File: src/rtl/door_sequencer_if.sv
// Request/status bundle between the door sequencer and its surroundings.
// The master drives requests and panic; the slave (sequencer) reports state and timers.
interface door_sequencer_if #(
  parameter int TIMER_W = 4,
  parameter int STATE_W = 3
);
  logic               req_0;
  logic               req_1;
  logic               panic_sw;
  logic [STATE_W-1:0] state_reg;
  logic [TIMER_W-1:0] t;
  logic [STATE_W-1:0] sec_t;
  logic               btn;

  modport master (output req_0, req_1, panic_sw,
                  input  state_reg, t, sec_t, btn);
  modport slave  (input  req_0, req_1, panic_sw,
                  output state_reg, t, sec_t, btn);
endinterface

File: src/rtl/door_sequencer.sv
// Door state register plus period timer: IDLE->OPEN->WAIT->CLOSE->IDLE per request,
// with a panic override that only releases on a period boundary.
module door_sequencer #(
  parameter int T            = 8,
  parameter int TIMER_W      = 4,
  parameter int STATE_W      = 3,
  parameter int OPEN_STEPS   = 4,
  parameter int WAIT_PERIODS = 2
) (
  input logic clk,
  input logic rst,
  door_sequencer_if.slave bus
);
  localparam logic [STATE_W-1:0] IDLE  = STATE_W'(0);
  localparam logic [STATE_W-1:0] OPEN  = STATE_W'(1);
  localparam logic [STATE_W-1:0] WAIT  = STATE_W'(2);
  localparam logic [STATE_W-1:0] CLOSE = STATE_W'(3);
  localparam logic [STATE_W-1:0] PANIC = STATE_W'(4);

  localparam logic [TIMER_W-1:0] T_LAST    = TIMER_W'(T);
  localparam logic [STATE_W-1:0] STEP_LAST = STATE_W'(OPEN_STEPS - 1);
  localparam logic [STATE_W-1:0] WAIT_LAST = STATE_W'(WAIT_PERIODS - 1);
  localparam logic [STATE_W-1:0] SEC_MAX   = {STATE_W{1'b1}};

  logic [STATE_W-1:0] state_q, state_d;
  logic [TIMER_W-1:0] t_q, t_d;
  logic [STATE_W-1:0] sec_q, sec_d;
  logic               btn_q, btn_d;
  logic               pe, req_btn, restart;

  assign pe      = (t_q == T_LAST);
  assign req_btn = btn_q ? bus.req_1 : bus.req_0;

  always_comb begin
    state_d = state_q;
    btn_d   = btn_q;
    restart = 1'b0;
    t_d     = '0;
    sec_d   = '0;

    if (state_q != IDLE) begin
      if (pe) begin
        t_d   = '0;
        sec_d = (state_q == PANIC && sec_q == SEC_MAX) ? sec_q : sec_q + 1'b1;
      end else begin
        t_d   = t_q + 1'b1;
        sec_d = sec_q;
      end
    end

    if (bus.panic_sw && state_q != PANIC) begin
      state_d = PANIC;
    end else begin
      case (state_q)
        IDLE: begin
          if (bus.req_0) begin
            state_d = OPEN;
            btn_d   = 1'b0;
          end else if (bus.req_1) begin
            state_d = OPEN;
            btn_d   = 1'b1;
          end
        end
        OPEN:  if (pe && sec_q == STEP_LAST) state_d = WAIT;
        // Re-request of the selected door beats expiry on the same cycle.
        WAIT: begin
          if (req_btn)                          restart = 1'b1;
          else if (pe && sec_q == WAIT_LAST)    state_d = CLOSE;
        end
        CLOSE: if (pe && sec_q == STEP_LAST) state_d = IDLE;
        PANIC: begin
          if (!bus.panic_sw && pe) begin
            state_d = IDLE;
            btn_d   = 1'b0;
          end
        end
        default: state_d = IDLE;
      endcase
    end

    if (restart || state_d != state_q) begin
      t_d   = '0;
      sec_d = '0;
    end
  end

  always_ff @(posedge clk) begin
    if (rst) begin
      state_q <= IDLE;
      t_q     <= '0;
      sec_q   <= '0;
      btn_q   <= 1'b0;
    end else begin
      state_q <= state_d;
      t_q     <= t_d;
      sec_q   <= sec_d;
      btn_q   <= btn_d;
    end
  end

  assign bus.state_reg = state_q;
  assign bus.t         = t_q;
  assign bus.sec_t     = sec_q;
  assign bus.btn       = btn_q;
endmodule
File: src/flat_wrapper.sv
// flat-port wrapper written by rule: the top's interface ports become plain ports
module door_sequencer_flat 
#(
  parameter int T            = 8,
  parameter int TIMER_W      = 4,
  parameter int STATE_W      = 3,
  parameter int OPEN_STEPS   = 4,
  parameter int WAIT_PERIODS = 2
)
  (clk, rst, bus_req_0, bus_req_1, bus_panic_sw, bus_state_reg, bus_t, bus_sec_t, bus_btn);
  door_sequencer_if #(.TIMER_W(TIMER_W), .STATE_W(STATE_W)) bus_i ();
  input logic clk;
  input logic rst;
  input wire logic [$bits(bus_i.req_0)-1:0] bus_req_0;
  input wire logic [$bits(bus_i.req_1)-1:0] bus_req_1;
  input wire logic [$bits(bus_i.panic_sw)-1:0] bus_panic_sw;
  output wire logic [$bits(bus_i.state_reg)-1:0] bus_state_reg;
  output wire logic [$bits(bus_i.t)-1:0] bus_t;
  output wire logic [$bits(bus_i.sec_t)-1:0] bus_sec_t;
  output wire logic [$bits(bus_i.btn)-1:0] bus_btn;
  assign bus_i.req_0 = bus_req_0;
  assign bus_i.req_1 = bus_req_1;
  assign bus_i.panic_sw = bus_panic_sw;
  assign bus_state_reg = bus_i.state_reg;
  assign bus_t = bus_i.t;
  assign bus_sec_t = bus_i.sec_t;
  assign bus_btn = bus_i.btn;
  door_sequencer #(.T(T), .TIMER_W(TIMER_W), .STATE_W(STATE_W), .OPEN_STEPS(OPEN_STEPS), .WAIT_PERIODS(WAIT_PERIODS)) u_core (.clk(clk), .rst(rst), .bus(bus_i));
endmodule
File: config.mk
export PLATFORM = sky130hd
export DESIGN_NAME = door_sequencer_flat
export DESIGN_NICKNAME = d
export VERILOG_FILES = /design/src/rtl/door_sequencer_if.sv /design/src/rtl/door_sequencer.sv /design/src/flat_wrapper.sv
export SDC_FILE = /design/constraint.sdc
export NUM_CORES = 1
export LEC_CHECK = 0
export CAP_MARGIN = 20
export CORE_AREA = 2 2 41 43
export CTS_CLUSTER_DIAMETER = 60
export DETAILED_ROUTE_END_ITERATION = 12
export DIE_AREA = 0 0 43 45
export PLACE_DENSITY = 0.77
export SYNTH_ARGS = -nofsm -noshare
export SYNTH_HDL_FRONTEND = slang
export SYNTH_SLANG_ARGS = --single-unit
File: constraint.sdc
create_clock -name clk -period 4.12 [get_ports clk]
set_clock_uncertainty 0.1 [all_clocks]
set_input_delay 1.236 -clock clk [delete_from_list [all_inputs] [get_ports clk]]
set_output_delay 1.236 -clock clk [all_outputs]
set_load 0.05 [all_outputs]
* After elaboration in Yosys (flattened, before gate mapping)
Index checks and enable logic that the tools add are counted.
** Operators by class
- Reduce and logical (&&, ||, !) cells :: 14
- Multiplexer cells :: 17
- Add/sub/neg operators :: 2
- Equal/unequal tests :: 12
- Bitwise gates (word level) :: 3
** Operators with widths (number)
- 3-bit two-way mux :: 8
- 3-bit one-hot mux with 5 select lines :: 1
- 3-bit by 2-bit == test with 1-bit output, second input constant :: 3
- 1-bit two-way mux :: 7
- 3-bit by 1-bit == test with 1-bit output, second input constant :: 2
- 3-bit == test, second input constant :: 2
- 3-bit != test, second input constant :: 2
- 1-bit logical AND :: 5
- 4-bit by 1-bit adder with 4-bit output, second input constant :: 1
- 4-bit == test, second input constant :: 1
- 4-bit AND reduction :: 1
- 4-bit OR reduction :: 1
- 3-bit by 1-bit adder with 3-bit output, second input constant :: 1
- 3-bit logical NOT :: 1
- 3-bit != test :: 1
- 1-bit inverter :: 3
- 3-bit nonzero test :: 1
- 3-bit OR reduction :: 1
- 2-bit != test, second input constant :: 1
- 1-bit one-hot mux with 2 select lines :: 1
- 2-bit AND reduction :: 1
- 2-bit nonzero test :: 1
- 1-bit logical NOT :: 1
- 1-bit logical OR :: 1
** Word-level totals
- Input bits :: 5
- Register bits :: 11

* Logic depth before layout (Yosys ltp)
- Depth in word-level cells :: 9
- Mapped depth :: 7
- Gate-level depth less buffers :: 6

* Worst setup path before layout
Ideal clock, no wire load.
- Path type :: in2reg
- Start point :: in bus_req_1
- End point :: reg u_core.sec_q[0], in the netlist u_core.bus.sec_t[0]
- Arrival :: 2140 ps
- Stages on the path :: 4
- Slack :: 1745 ps
- Library setup time :: 135 ps
- Path buffers :: 0
- Path through :: mux2i_1 a41oi_4 a221oi_4 nor3_1
** Between the ends
- Word-level cells in the longest chain between the ends :: 7
- Elaborated cells between the ends (all ways) :: 12
- Classes of those cells :: 1 x eq/ne; 9 x mux; 2 x reduce/logical
** RTL lines
- from (decl) :: line flat_wrapper.sv:15 : input wire logic [$bits(bus_i.req_1)-1:0] bus_req_1;
- 1-bit two-way mux / 3-bit two-way mux (equally long branches) :: line door_sequencer.sv:32, door_sequencer.sv:59
- 3-bit two-way mux (on tied branches) :: line door_sequencer.sv:67, door_sequencer.sv:56
- 3-bit one-hot mux with 5 select lines :: line door_sequencer.sv:54 : case (state_q)
- 3-bit two-way mux :: line door_sequencer.sv:51 : if (bus.panic_sw && state_q != PANIC) begin
- 3-bit != test :: line door_sequencer.sv:81 : if (restart || state_d != state_q) begin
- 1-bit logical OR * :: line door_sequencer.sv:81
- 3-bit OR reduction (no source line) *
- to (signal assigned) :: line door_sequencer.sv:91 : sec_q <= '0;
- to (signal assigned) :: line door_sequencer.sv:96 : sec_q <= sec_d;
- to (decl) :: line door_sequencer.sv:27 : logic [STATE_W-1:0] sec_q, sec_d;
Every way passes the cells marked *; elsewhere a longest branch is shown, timed or not.
A chain may end at the register's enable or synchronous reset.

* Final worst setup path
- Start point :: reg u_core.state_q[2], in the netlist u_core.bus.state_reg[2]
- End point :: out bus_state_reg[2]
** RTL lines
- from (decl) :: line door_sequencer.sv:25 : logic [STATE_W-1:0] state_q, state_d;
- from (signal assigned) :: line door_sequencer.sv:94 : state_q <= state_d;
- to (decl) :: line flat_wrapper.sv:17 : output wire logic [$bits(bus_i.state_reg)-1:0] bus_state_reg;
No word-level cell between the ends.

==> summary.txt <==
Synth area leaders: dfxtp_1 (31%), ha_1 (11%), a21oi_1 (4.2%)
Synth Area in XOR/XNOR: 4.91%
End of the worst register-to-register path: u_core.bus.t[1]$_SDFF_PP0_
Routability cong.: 0.750
Post-Syn Instances: 71
Die height: 45 um
Critical path type: flip-flop to primary output
Fill count: 140
Clock Tree Buf Depth: 2
Critical path peak fanout: 12
Sink Count: 11
Root Buffer: clkbuf_4
Multiplexer share of the synthesized area: 4.39%
Worst reg2reg path depth: 5
Synth cell types: 30
Area growth syn-to-layout: 23.3%
CTS clk-pin slew, worst paths: 80 ps
Largest register FFs: 4
Arr. time, crit path: 1740 ps
Fin crit period: 3070 ps
Inserted Clock Buffers: 3
Launching element type of the critical path: flip-flop
Slew Viols, Final: 0
Synth Area in Compound Gates: 23.3%
Post-synth EDFFs: 0
Final Power: 0.237 mW
Post-synthesis cell area: 713 sq um
Hold Fails Final Rpt: 0
Reg2reg setup slack: 2230 ps
Area leader, netlist: dfxtp_1
Ys Warns: 0
Fin Setup TNS: 0 ps
Largest delay share family, worst path: buffers and inverters
Reg2reg start: u_core.bus.sec_t[0]$_SDFFE_PP0P_
Synth top cells by count: dfxtp_1 (11), a21oi_1 (6), ha_1 (6), nor2_1 (5), nor3_1 (5)
Simple-Gate Fraction of Synth Area: 19.6%
Rows: 14
Pre-CTS setup slack: 1140 ps
Hold depth: 1
Dominant cell by count in the synthesized netlist: dfxtp_1
Clk Latency, worst-skew pair: 260 ps
Worst slew margin: 66.5%
Initial antenna violation count: 0
Inserted Diodes: 0
Remaining antenna violation count after routing: 0
Synth top area share: 30.9%
Total track usage: 16.7%
Slowest stage cell on the critical path: clkdlybuf4s50_1
Width of the die: 43 um
CP cell instances: clkdlybuf4s50_1
Drt pass-1 iters: 4
Adder and majority gate portion of the synthesized area: 10.5%
Htree depth: 1
Routed vias: 578
Total grt overflow: 0
First-pass GRT wire length: 2370 um
Port Buffers: 15
# IOs: 16
Hpwl dp: 1060 um
Wirelength per Cell: 14.1 um
CP startpoint: u_core.bus.state_reg[2]$_SDFF_PP0_
Post-CTS Setup Bufs: 0
Ys flop type: dfxtp_1
Buf/Inv on CP: 1
Number of global-route vias before repair: 560
Final nets: 99
Die area: 0.00194 sq mm
Max Cap Viol: 0
Layout cells sized above 1: 13.8%
Hold EP: u_core.bus.t[0]$_SDFF_PP0_
PostCTS Resize Cnt: 0
Seq/Total Area, Yosys: 30.9%
Crit. path cell count: 1
Least-Margin Pin Slew: 501 ps
Pwr dens: 270 mW/mm^2
Seq cells post-synth: 11
Syn_nets: 82
TritonCTS clock tree: built
Final setup margin: 1050 ps
Combinational family with the most area after synthesis: compound AO/OA/AOI/OAI gates
Mean Syn Cell Area: 10.0 sq um
Remaining DRCs: 0
Via-to-Cell Ratio: 5.61
Routed Wire Length: 1450 um
Crit-path max cell delay: 880 ps
Fmax: 325 MHz
Worst min-delay path class: flip-flop to flip-flop
Critical path required time: 2780 ps
Pin count of the biggest net entering global routing: 13
Hold path startpoint: u_core.bus.t[0]$_SDFF_PP0_
Crit share post-route: 74.6%
Final setup vio count: 0
Setup crit end kind: primary output
Initial core utilization: 48.5%
Max rail drop VDD: 0.215 mV
RSZ-0062 raised after global routing: no
P_leak: 0.297 nW
Iter 0 DRT Violations: 6
Status: finished, final reports clean
Core ar.: 0.00147 sq mm
Post-synth ARST share: 0%
Post-CTS Hold Buffers: 0
-- power by group --
part / internal (mW) / leakage, nW / total, mW / switching, mW
logic: 0.0201 / 0.192 / 0.0480 / 0.0279
clock network: 0.0374 / 0.0150 / 0.0741 / 0.0367
registers: 0.109 / 0.0894 / 0.115 / 0.00604
-- placed cells by master (no fill, tap or decap), drive strengths merged, types with 2 or more instances in the layout --
cell type / Yosys / layout
a2111oi: 2 / 2
a21oi: 7 / 7
clkbuf: 0 / 4
clkdlybuf4s50: 0 / 15
dfxtp: 11 / 11
ha: 6 / 6
inv: 4 / 4
mux2i: 2 / 2
nand2: 3 / 3
nor2: 5 / 5
nor3: 5 / 5
nor3b: 3 / 3
nor4: 3 / 3
xnor2: 3 / 3
-- worst max-delay path by stage --
stage / endpoint / slack, ps
after floorplan: u_core.bus.sec_t[0]$_SDFFE_PP0P_ / 1750
after global placement: u_core.bus.t[2]$_SDFF_PP0_ / 1200
after detailed placement: u_core.bus.t[1]$_SDFF_PP0_ / 1140
after CTS: bus_state_reg[2] / 1030
after global routing: bus_state_reg[2] / 980
final: bus_state_reg[2] / 1050
-- cell type report --
cell class	count	area, sq um	share of cell area, %
timing repair buffer	15	150	17.1
tap	16	20.0	2.28
inverter	4	15.0	1.71
multi-input combinational	53	448	50.9
clock buffer	4	26.3	2.99
sequential	11	220	25.0
-- per-layer routing --
| metal | global-route usage [%] | wire length, um | part of all wire, % | up-vias |
|---|---|---|---|---|
| li1 | - | - | - | 289 |
| met1 | 19.1 | 622 | 43 | 274 |
| met2 | 27.0 | 711 | 49 | 13 |
| met3 | 6.00 | 102 | 7.0 | 2 |
| met4 | 9.70 | 17 | 1.2 | 0 |
| met5 | 0 | 0 | 0 | - |
-- cells by family (layout without fill, tap and decap cells) --
| kind of cell | Yosys count | after routing |
|---|---|---|
| DFF | 11 | 11 |
| buffers and inverters | 7 | 23 |
| muxes | 3 | 3 |
| xor gates and xnor gates | 4 | 4 |
| and+or+nand+nor | 24 | 24 |
| AOI/OAI and AO/OA | 16 | 16 |
| adders and majority gates | 6 | 6 |
-- per-stage QoR --
| step | utilization (%) | cells | hold WS, ps | cell area (sq um) |
|---|---|---|---|---|
| final | 59.8 | 103 | 442 | 880 |
| after CTS | 59.8 | 103 | 446 | 880 |
| after floorplan | - | 71 | 656 | 713 |
| after detailed placement | 58.0 | 99 | 431 | 853 |
| after global routing | 59.8 | 103 | 474 | 880 |
| after global placement | 58.0 | 99 | 432 | 853 |
Power figures use the tool's default switching activity.
